**src/rtl/uart_tx_fifo.sv**
```systemverilog
// Buffered UART transmitter: byte FIFO feeding a start/data/parity/stop serialiser
// with a programmable bit period. Frame format is captured when a byte is popped.
module uart_tx_fifo #(
    parameter int log2_fifosz = 4
) (
    input  logic                 i_clk,
    input  logic                 i_nrst,
    input  logic                 i_enable,
    input  logic [15:0]          i_scaler,
    input  logic                 i_parity_en,
    input  logic                 i_parity_odd,
    input  logic                 i_stop2,
    input  logic [7:0]           i_wdata,
    input  logic                 i_wvalid,
    output logic                 o_wready,
    output logic [log2_fifosz:0] o_fifo_cnt,
    output logic                 o_empty,
    output logic                 o_busy,
    output logic                 o_tx
);

    localparam int unsigned DEPTH = 2 ** log2_fifosz;
    localparam logic [log2_fifosz:0] FULL_CNT = {1'b1, {log2_fifosz{1'b0}}};

    localparam logic [2:0] ST_IDLE   = 3'd0;
    localparam logic [2:0] ST_START  = 3'd1;
    localparam logic [2:0] ST_DATA   = 3'd2;
    localparam logic [2:0] ST_PARITY = 3'd3;
    localparam logic [2:0] ST_STOP1  = 3'd4;
    localparam logic [2:0] ST_STOP2  = 3'd5;

    logic [7:0]             mem_q [DEPTH];
    logic [log2_fifosz-1:0] wr_ptr_q, wr_ptr_d;
    logic [log2_fifosz-1:0] rd_ptr_q, rd_ptr_d;
    logic [log2_fifosz:0]   cnt_q, cnt_d;
    logic [2:0]             state_q, state_d;
    logic [2:0]             bit_cnt_q, bit_cnt_d;
    logic [15:0]            scl_cnt_q, scl_cnt_d;
    logic [15:0]            scl_q, scl_d;
    logic [7:0]             shreg_q, shreg_d;
    logic                   par_bit_q, par_bit_d;
    logic                   par_en_q, par_en_d;
    logic                   stop2_q, stop2_d;
    logic                   tx_q, tx_d;

    logic       push;
    logic       pop;
    logic       bit_end;
    logic       frame_done;
    logic       load;
    logic [7:0] head;

    assign head     = mem_q[rd_ptr_q];
    assign push     = i_wvalid && (cnt_q != FULL_CNT);
    assign bit_end  = (scl_cnt_q == scl_q);

    always_comb begin
        state_d    = state_q;
        bit_cnt_d  = bit_cnt_q;
        scl_cnt_d  = scl_cnt_q;
        scl_d      = scl_q;
        shreg_d    = shreg_q;
        par_bit_d  = par_bit_q;
        par_en_d   = par_en_q;
        stop2_d    = stop2_q;
        frame_done = 1'b0;
        load       = 1'b0;

        if (state_q != ST_IDLE) begin
            scl_cnt_d = bit_end ? 16'd0 : scl_cnt_q + 16'd1;
        end

        case (state_q)
            ST_IDLE: begin
                if (i_enable && (cnt_q != '0)) begin
                    load = 1'b1;
                end
            end
            ST_START: begin
                if (bit_end) begin
                    state_d = ST_DATA;
                end
            end
            ST_DATA: begin
                if (bit_end) begin
                    shreg_d   = {1'b0, shreg_q[7:1]};
                    bit_cnt_d = bit_cnt_q + 3'd1;
                    if (bit_cnt_q == 3'd7) begin
                        state_d = par_en_q ? ST_PARITY : ST_STOP1;
                    end
                end
            end
            ST_PARITY: begin
                if (bit_end) begin
                    state_d = ST_STOP1;
                end
            end
            ST_STOP1: begin
                if (bit_end) begin
                    if (stop2_q) begin
                        state_d = ST_STOP2;
                    end else begin
                        frame_done = 1'b1;
                    end
                end
            end
            ST_STOP2: begin
                if (bit_end) begin
                    frame_done = 1'b1;
                end
            end
            default: state_d = ST_IDLE;
        endcase

        // End of the last stop bit chains straight into the next start bit when data is waiting.
        if (frame_done) begin
            if (i_enable && (cnt_q != '0)) begin
                load = 1'b1;
            end else begin
                state_d = ST_IDLE;
            end
        end

        if (load) begin
            state_d   = ST_START;
            shreg_d   = head;
            par_bit_d = (^head) ^ i_parity_odd;
            par_en_d  = i_parity_en;
            stop2_d   = i_stop2;
            scl_d     = i_scaler;
            scl_cnt_d = 16'd0;
            bit_cnt_d = 3'd0;
        end
        pop = load;
    end

    always_comb begin
        wr_ptr_d = push ? wr_ptr_q + 1'b1 : wr_ptr_q;
        rd_ptr_d = pop  ? rd_ptr_q + 1'b1 : rd_ptr_q;
        case ({push, pop})
            2'b10:   cnt_d = cnt_q + 1'b1;
            2'b01:   cnt_d = cnt_q - 1'b1;
            default: cnt_d = cnt_q;
        endcase
    end

    // Line level is registered from the current state, so it trails the FSM by one clock.
    always_comb begin
        case (state_q)
            ST_START:  tx_d = 1'b0;
            ST_DATA:   tx_d = shreg_q[0];
            ST_PARITY: tx_d = par_bit_q;
            default:   tx_d = 1'b1;
        endcase
    end

    always_ff @(posedge i_clk) begin
        if (push) begin
            mem_q[wr_ptr_q] <= i_wdata;
        end
    end

    always_ff @(posedge i_clk or negedge i_nrst) begin
        if (!i_nrst) begin
            wr_ptr_q  <= '0;
            rd_ptr_q  <= '0;
            cnt_q     <= '0;
            state_q   <= ST_IDLE;
            bit_cnt_q <= '0;
            scl_cnt_q <= '0;
            scl_q     <= '0;
            shreg_q   <= '0;
            par_bit_q <= 1'b0;
            par_en_q  <= 1'b0;
            stop2_q   <= 1'b0;
            tx_q      <= 1'b1;
        end else begin
            wr_ptr_q  <= wr_ptr_d;
            rd_ptr_q  <= rd_ptr_d;
            cnt_q     <= cnt_d;
            state_q   <= state_d;
            bit_cnt_q <= bit_cnt_d;
            scl_cnt_q <= scl_cnt_d;
            scl_q     <= scl_d;
            shreg_q   <= shreg_d;
            par_bit_q <= par_bit_d;
            par_en_q  <= par_en_d;
            stop2_q   <= stop2_d;
            tx_q      <= tx_d;
        end
    end

    assign o_wready   = (cnt_q != FULL_CNT);
    assign o_fifo_cnt = cnt_q;
    assign o_busy     = (state_q != ST_IDLE);
    assign o_empty    = (cnt_q == '0) && (state_q == ST_IDLE);
    assign o_tx       = tx_q;

endmodule

```
**config.mk**
```make
export PLATFORM = sky130hd
export DESIGN_NAME = uart_tx_fifo
export DESIGN_NICKNAME = d
export VERILOG_FILES = /design/src/rtl/uart_tx_fifo.sv
export SDC_FILE = /design/constraint.sdc
export NUM_CORES = 1
export LEC_CHECK = 0
export BUFFER_PORTS_ARGS = -buffer_cell sky130_fd_sc_hd__buf_4
export CAP_MARGIN = 20
export CELL_PAD_IN_SITES_DETAIL_PLACEMENT = 0
export CELL_PAD_IN_SITES_GLOBAL_PLACEMENT = 1
export CORE_ASPECT_RATIO = 0.75
export CORE_UTILIZATION = 30
export CTS_CLUSTER_SIZE = 24
export DETAILED_ROUTE_END_ITERATION = 6
export PLACE_DENSITY = 0.62
export SYNTH_ARGS = -nofsm -noshare
export SYNTH_HDL_FRONTEND = slang
export SYNTH_SLANG_ARGS = --single-unit
```
**constraint.sdc**
```tcl
create_clock -name i_clk -period 4.3 [get_ports i_clk]
set_input_delay 0 -clock i_clk [delete_from_list [all_inputs] [get_ports i_clk]]
set_output_delay 0 -clock i_clk [all_outputs]
set_load 0.05 [all_outputs]
```
==> results of run 1 <==
## layer usage
layer  track usage  part of all wire
met5             0                 0
met4        0.0369            0.0063
met3        0.0252             0.046
met2         0.188              0.45
met1         0.181              0.50
## cell families (layout without fill, tap and decap cells)
| group | after synthesis | count (layout) | share of synthesized area |
|---|---|---|---|
| AOI/OAI and AO/OA | 32 | 32 | 0.0260 |
| and+or+nand+nor | 120 | 120 | 0.0702 |
| muxes | 78 | 78 | 0.157 |
| buffers and inverters | 27 | 111 | 0.0209 |
| adders and majority gates | 12 | 12 | 0.0180 |
| DFF | 191 | 191 | 0.652 |
| xor gates and xnor gates | 48 | 48 | 0.0556 |
## state kept, by name, indices dropped and copies added, names as in the netlist, 4 cells and up
register / count
mem_q: 128
shreg_q: 8
o_fifo_cnt: 5
scl_q: 16
rd_ptr_q: 4
scl_cnt_q: 16
wr_ptr_q: 4
## critical path, cell delays in order, from the launching register on
cell	delay (ps)
dfrtp_1	480
or4_1	600
o21ai_1	530
nor2_4	80
ha_1	320
xor2_1	200
ha_1	220
o21a_1	170
o22a_1	190
a21oi_1	190
xor2_1	190
nor2_1	70
xor2_1	140
## report_power, final
| group | leakage (nW) | total (mW) | switching (mW) | internal [mW] |
|---|---|---|---|---|
| Clock | 0.306 | 1.65 | 0.832 | 0.816 |
| Combinational | 1.42 | 2.05 | 0.957 | 1.09 |
| Sequential | 1.93 | 2.71 | 0.375 | 2.33 |
| Total | 3.66 | 6.40 | 2.16 | 4.24 |
## synthesized netlist by cell type (8+ instances only)
library cell  instances  area [um2]
edfxtp_1            128        3840
dfrtp_1              62        1550
nor2_1               38         143
xnor2_1              30         263
mux2_2               28         315
nand2_1              23        86.3
mux4_1               17         447
mux4_2               17         383
mux2i_1              15         150
xor2_1               15         131
nand3_1              13        65.1
ha_1                 12         150
nor2b_1               8        50.1
o21ai_0               8        40.0
## through the flow
stage	cell area [um2]	util	hold slack (ps)	power, mW	worst slack, ps
2_1_floorplan	8320	-	-296	4.29	516
3_3_place_gp	8980	0.331	145	4.73	935
3_5_place_dp	8980	0.331	164	4.80	804
6_report	9890	0.364	131	6.40	802
4_1_cts	9890	0.364	101	6.49	783
5_1_grt	9890	0.364	145	6.76	532
## layout make-up
| cell class | instances | area [um2] |
|---|---|---|
| fillers | 2529 | 17200 |
| flip-flops and latches | 191 | 5420 |
| multi-input cells | 290 | 2750 |
| repair buffers | 73 | 616 |
| well taps | 351 | 439 |
| clock buffers | 17 | 425 |
| clock inverters | 15 | 211 |
| inverters | 6 | 22.5 |
## worst max path at each step
stage                        from             to  depth (start not counted)  slack (ps)
detailed placement  o_fifo_cnt[2]  o_fifo_cnt[4]                         12         800
CTS                 o_fifo_cnt[2]  o_fifo_cnt[4]                         12         780
finish              o_fifo_cnt[1]  o_fifo_cnt[4]                         12         800
floorplan           o_fifo_cnt[1]  o_fifo_cnt[4]                         15         520
global placement    o_fifo_cnt[1]  o_fifo_cnt[4]                         12         930
global route        o_fifo_cnt[1]  o_fifo_cnt[4]                         12         530
==> summary.md, run 1 <==
| Metric | Value |
|---|---|
| Status | `completed` |
| Max_slew headroom | `0.263` |
| Mapped Area | `0.00832 mm2` |
| Num CTS Buffers | `17` |
| WHS Path Cells | `3` |
| Final Non-Filler Cells | `943` |
| Die X | `194 um` |
| Cell variety after synth | `54` |
| Syn nets | `551` |
| Setup violations, final | `0` |
| # Post-CTS Setup Buffers | `0` |
| Hold Path Origin | `i_wvalid` |
| Hold worst-path end | `wr_ptr_q[0]` |
| Total clock sinks | `191` |
| Final setup TNS | `0 ps` |
| Syn Inst Count | `508` |
| RSZ-0062 raised after global routing | `no` |
| HPWL after detailed placement | `11400 um` |
| CP Launch Type | `register` |
| CORE AREA | `0.0271 mm2` |
| Global-route wire length before repair | `26800 um` |
| Htree depth | `4` |
| ANT nets after route | `0` |
| Port bufs | `39` |
| CP Class | `register to register` |
| Row cnt | `52` |
| Fin nets | `622` |
| Layout area overhead | `18.8%` |
| Avg Inst Size Synth | `16.4 um2` |
| Worst-path maximum fanout | `9` |
| I/O pin count | `40` |
| Crit path required time | `4620 ps` |
| Antenna diodes | `0` |
| Final Slew Violations | `0` |
| Crit path time final | `3500 ps` |
| Hold Path Class | `primary input to register` |
| Crit end category | `register` |
| Top_reg_cell synth | `edfxtp_1` |
| Synth warnings | `0` |
| Setup Skew | `20.2 ps` |
| First-pass DRT Iterations | `4` |
| Tot GR Track Use | `0.125` |
| FF-to-FF End | `o_fifo_cnt[4]` |
| Peak VDD IR | `0.268 mV` |
| Worst Path Arrival | `3820 ps` |
| Wirelength per Cell | `17.8 um` |
| Initial core utilization | `0.307` |
| DRT iter0 DRCs | `242` |
| Root buffer cell | `clkbuf_16` |
| Final Hold Viols | `0` |
| PwrDens | `648 mW/mm2` |
| CTS tree | `yes` |
| Vias in the first global route | `4706` |
| Most frequent cells in the layout | `edfxtp_1 (128), dfrtp_1 (61), buf_4 (46)` |
| Sequential share of the synthesized area | `0.652` |
| Final period util | `0.814` |
| RR Startpoint | `o_fifo_cnt[1]` |
| Vias per cell | `4.71` |
| Register-to-Register Path Depth | `12` |
| Initial antenna violation count | `0` |
| Pin count of the biggest net entering global routing | `64` |
| Worst Tran Pin Value | `1100 ps` |
| Max-Cap Viols | `0` |
| Post-synthesis async set-or-reset flop share | `0.330` |
| Clk slew on worst S/H paths | `80 ps` |
| Hold_buf cts | `27` |
| Clock latency at the later pin of the worst-skew pair | `450 ps` |
| EDFF count, synth | `128` |
| Max frequency | `0.286 GHz` |
| Placed insts | `884` |
| Most common cell after layout, fill and taps aside | `edfxtp_1` |
| Flops & latches, synth | `191` |
| Leak | `3.66 nW` |
| Cts repair resizes | `0` |
| Worst reg2reg setup slack | `800 ps` |
| Die Ht | `146 um` |
| Placer Congestion | `0.748` |
| Drt drc | `0` |
| Clk buf depth | `2` |
| Share of cells above drive strength 1 | `0.226` |
| Total Wirelength | `16800 um` |
| Die area | `0.0284 mm2` |
| Grt total ovfl | `0` |
| Total number of vias | `4441` |
(Power assumes the default switching activity.)
==> run 2: changes to the inputs <==
- PLACE_DENSITY: 0.62 -> 0.64
- clock period: 4.3 -> 2.9 ns (I/O delays scaled with it)
==> run 2 against run 1 <==
Global-route usage rose by 0.48 points. Maximum frequency rose by 23%. Routed wire length rose by 2.6%. Sequential share of layout area fell by 2.6 points. Via count rose by 3.7%. First-iteration DRC count rose by 12%. Count of clock-buffer cells in the layout did not move. Die area did not move. Combinational power rose by 76%. Core utilization rose by 1.8 points. Critical path depth rose by 3. Largest cell class unchanged.
==> summary.md, run 2 (synthesized netlist as in run 1, its figures left out) <==
| Metric | Value |
|---|---|
| Status | `completed` |
| Antenna diodes | `0` |
| Final worst slack | `49.7 ps` |
| Worst Tran Pin Value | `823 ps` |
| Placed cell area | `0.00939 mm2` |
| Final Slew Violations | `0` |
| Total Wirelength | `17200 um` |
| Pre-CTS WS | `-72.7 ps` |
| Global-route wire length before repair | `27900 um` |
| Die X | `194 um` |
| Total clock sinks | `191` |
| Port bufs | `39` |
| CORE AREA | `0.0271 mm2` |
| Most frequent cells in the layout | `edfxtp_1 (128), buf_4 (93), dfrtp_1 (59)` |
| Crit path time final | `2850 ps` |
| Initial core utilization | `0.307` |
| Setup violations, final | `0` |
| Die Ht | `146 um` |
| Vias per cell | `4.63` |
| Pin count of the biggest net entering global routing | `64` |
| Utilization after layout | `0.383` |
| I/O pin count | `40` |
| Grt met3 use | `0.0323` |
| Final period util | `0.983` |
| Root buffer cell | `clkbuf_16` |
| Largest register FFs | `128` |
| Final Non-Filler Cells | `994` |
| Max-Cap Viols | `0` |
| Setup Skew | `18.2 ps` |
| Vias in the first global route | `4896` |
| Tot GR Track Use | `0.129` |
| Clock latency at the later pin of the worst-skew pair | `440 ps` |
| Wirelength per Cell | `17.3 um` |
| Finished Cell Area | `0.0104 mm2` |
| GR peak layer | `met2` |
| CP Class | `register to register` |
| Num CTS Buffers | `17` |
| DRT iter0 DRCs | `270` |
| Layout area overhead | `24.8%` |
| Grt met1 use | `0.188` |
| First-pass DRT Iterations | `5` |
| Worst-path maximum fanout | `3` |
| Met2 usage | `0.197` |
| PwrDens | `958 mW/mm2` |
| Worst Path Arrival | `3150 ps` |
| Final Hold Viols | `0` |
| Clk buf depth | `2` |
| Multi-input gate area in the final layout | `0.00280 mm2` |
| Crit end category | `register` |
| Peak VDD IR | `0.477 mV` |
| Row cnt | `52` |
| ANT nets after route | `0` |
| Share of cells above drive strength 1 | `0.299` |
| Timing startpoint of the critical path | `scl_q[14]` |
| Grt total ovfl | `0` |
| Hold Path Origin | `i_enable` |
| CTS tree | `yes` |
| Hold Path Class | `primary input to register` |
| Worst reg2reg setup slack | `50 ps` |
| Total number of vias | `4604` |
| Most common cell after layout, fill and taps aside | `edfxtp_1` |
| Placed insts | `927` |
| Fin nets | `673` |
| Placer Congestion | `0.767` |
| Die area | `0.0284 mm2` |
| CP Launch Type | `register` |
| Htree depth | `4` |
| RR Startpoint | `scl_q[14]` |
| Most flops, register | `mem_q` |
| RSZ-0062 raised after global routing | `yes` |
| Drt drc | `0` |
| Register area | `0.00543 mm2` |
| Top Registers | `mem_q x128, scl_cnt_q x16, scl_q x16` |
| HPWL after detailed placement | `12000 um` |
| Crit path required time | `3200 ps` |
| Leak | `3.95 nW` |
| Filler Cell Count | `2469` |
| Max frequency | `0.351 GHz` |
| Initial antenna violation count | `0` |
| Max_slew headroom | `0.451` |
| Clk slew on worst S/H paths | `80 ps` |
-- run 2: changes by cell type in the layout (fill, tap and decap cells not counted), sizes merged --
| cell | before | now |
|---|---|---|
| buf | 46 | 97 |
-- run 2: critical path, cell delays in order (launching register included) --
cell and delay (ps):
dfrtp_1 400, xnor2_1 170, nand4_1 210, nor4_4 280
buf_4 170, a31oi_4 90, nor2_4 150, ha_4 140
xor2_1 60, ha_2 180, o21a_1 170, o22a_1 200
a21oi_2 140, xor2_1 150, nor2_1 70, xor2_1 140
-- run 2: report_power, final --
part,switching [mW],internal [mW],leakage [nW]
clock network,1.26,1.23,0.309
registers,0.398,3.46,1.93
logic,1.66,1.94,1.71
-- run 2: final timing paths --
check,endpoint,cells after the start
min in group asynchronous,o_fifo_cnt[2],2
worst max register to register,o_fifo_cnt[4],15
worst max-delay path,o_fifo_cnt[4],15
worst min register to register,state_q[1],1
max in group asynchronous,rd_ptr_q[0],2
worst min-delay path,scl_cnt_q[0],5
-- run 2: timing repair --
item,4_1_cts,5_1_grt
setup buffers,3,5
hold endpoints to repair,208,0
gates resized for setup,1,3
pin swaps,8,11
hold buffers,27,0
setup endpoints to repair,1,2
-- run 2: final cells by class --
type	instances	share of cell area
Sequential cell	191	0.522
Inverter	6	0.00217
Clock inverter	15	0.0213
Clock buffer	17	0.0410
Multi-Input combinational cell	290	0.270
Tap cell	351	0.0423
Timing Repair Buffer	124	0.101
-- run 2: routing by layer --
metal / routed length [um] / vias to the layer above
li1: - / 2173
met1: 8680 / 2367
met2: 7970 / 62
met3: 531 / 2
met4: 48 / 0
met5: 0 / -
-- run 2: through the flow --
stage / setup TNS (ps) / total power, mW / hold WS, ps
final: 0 / 9.94 / 82.0
after global routing: -153 / 10.5 / 102
after CTS: 0 / 10.0 / 63.3
after detailed placement: -72.7 / 7.47 / 167
after global placement: -63.1 / 7.36 / 151
after floorplan: -434 / 6.43 / -296
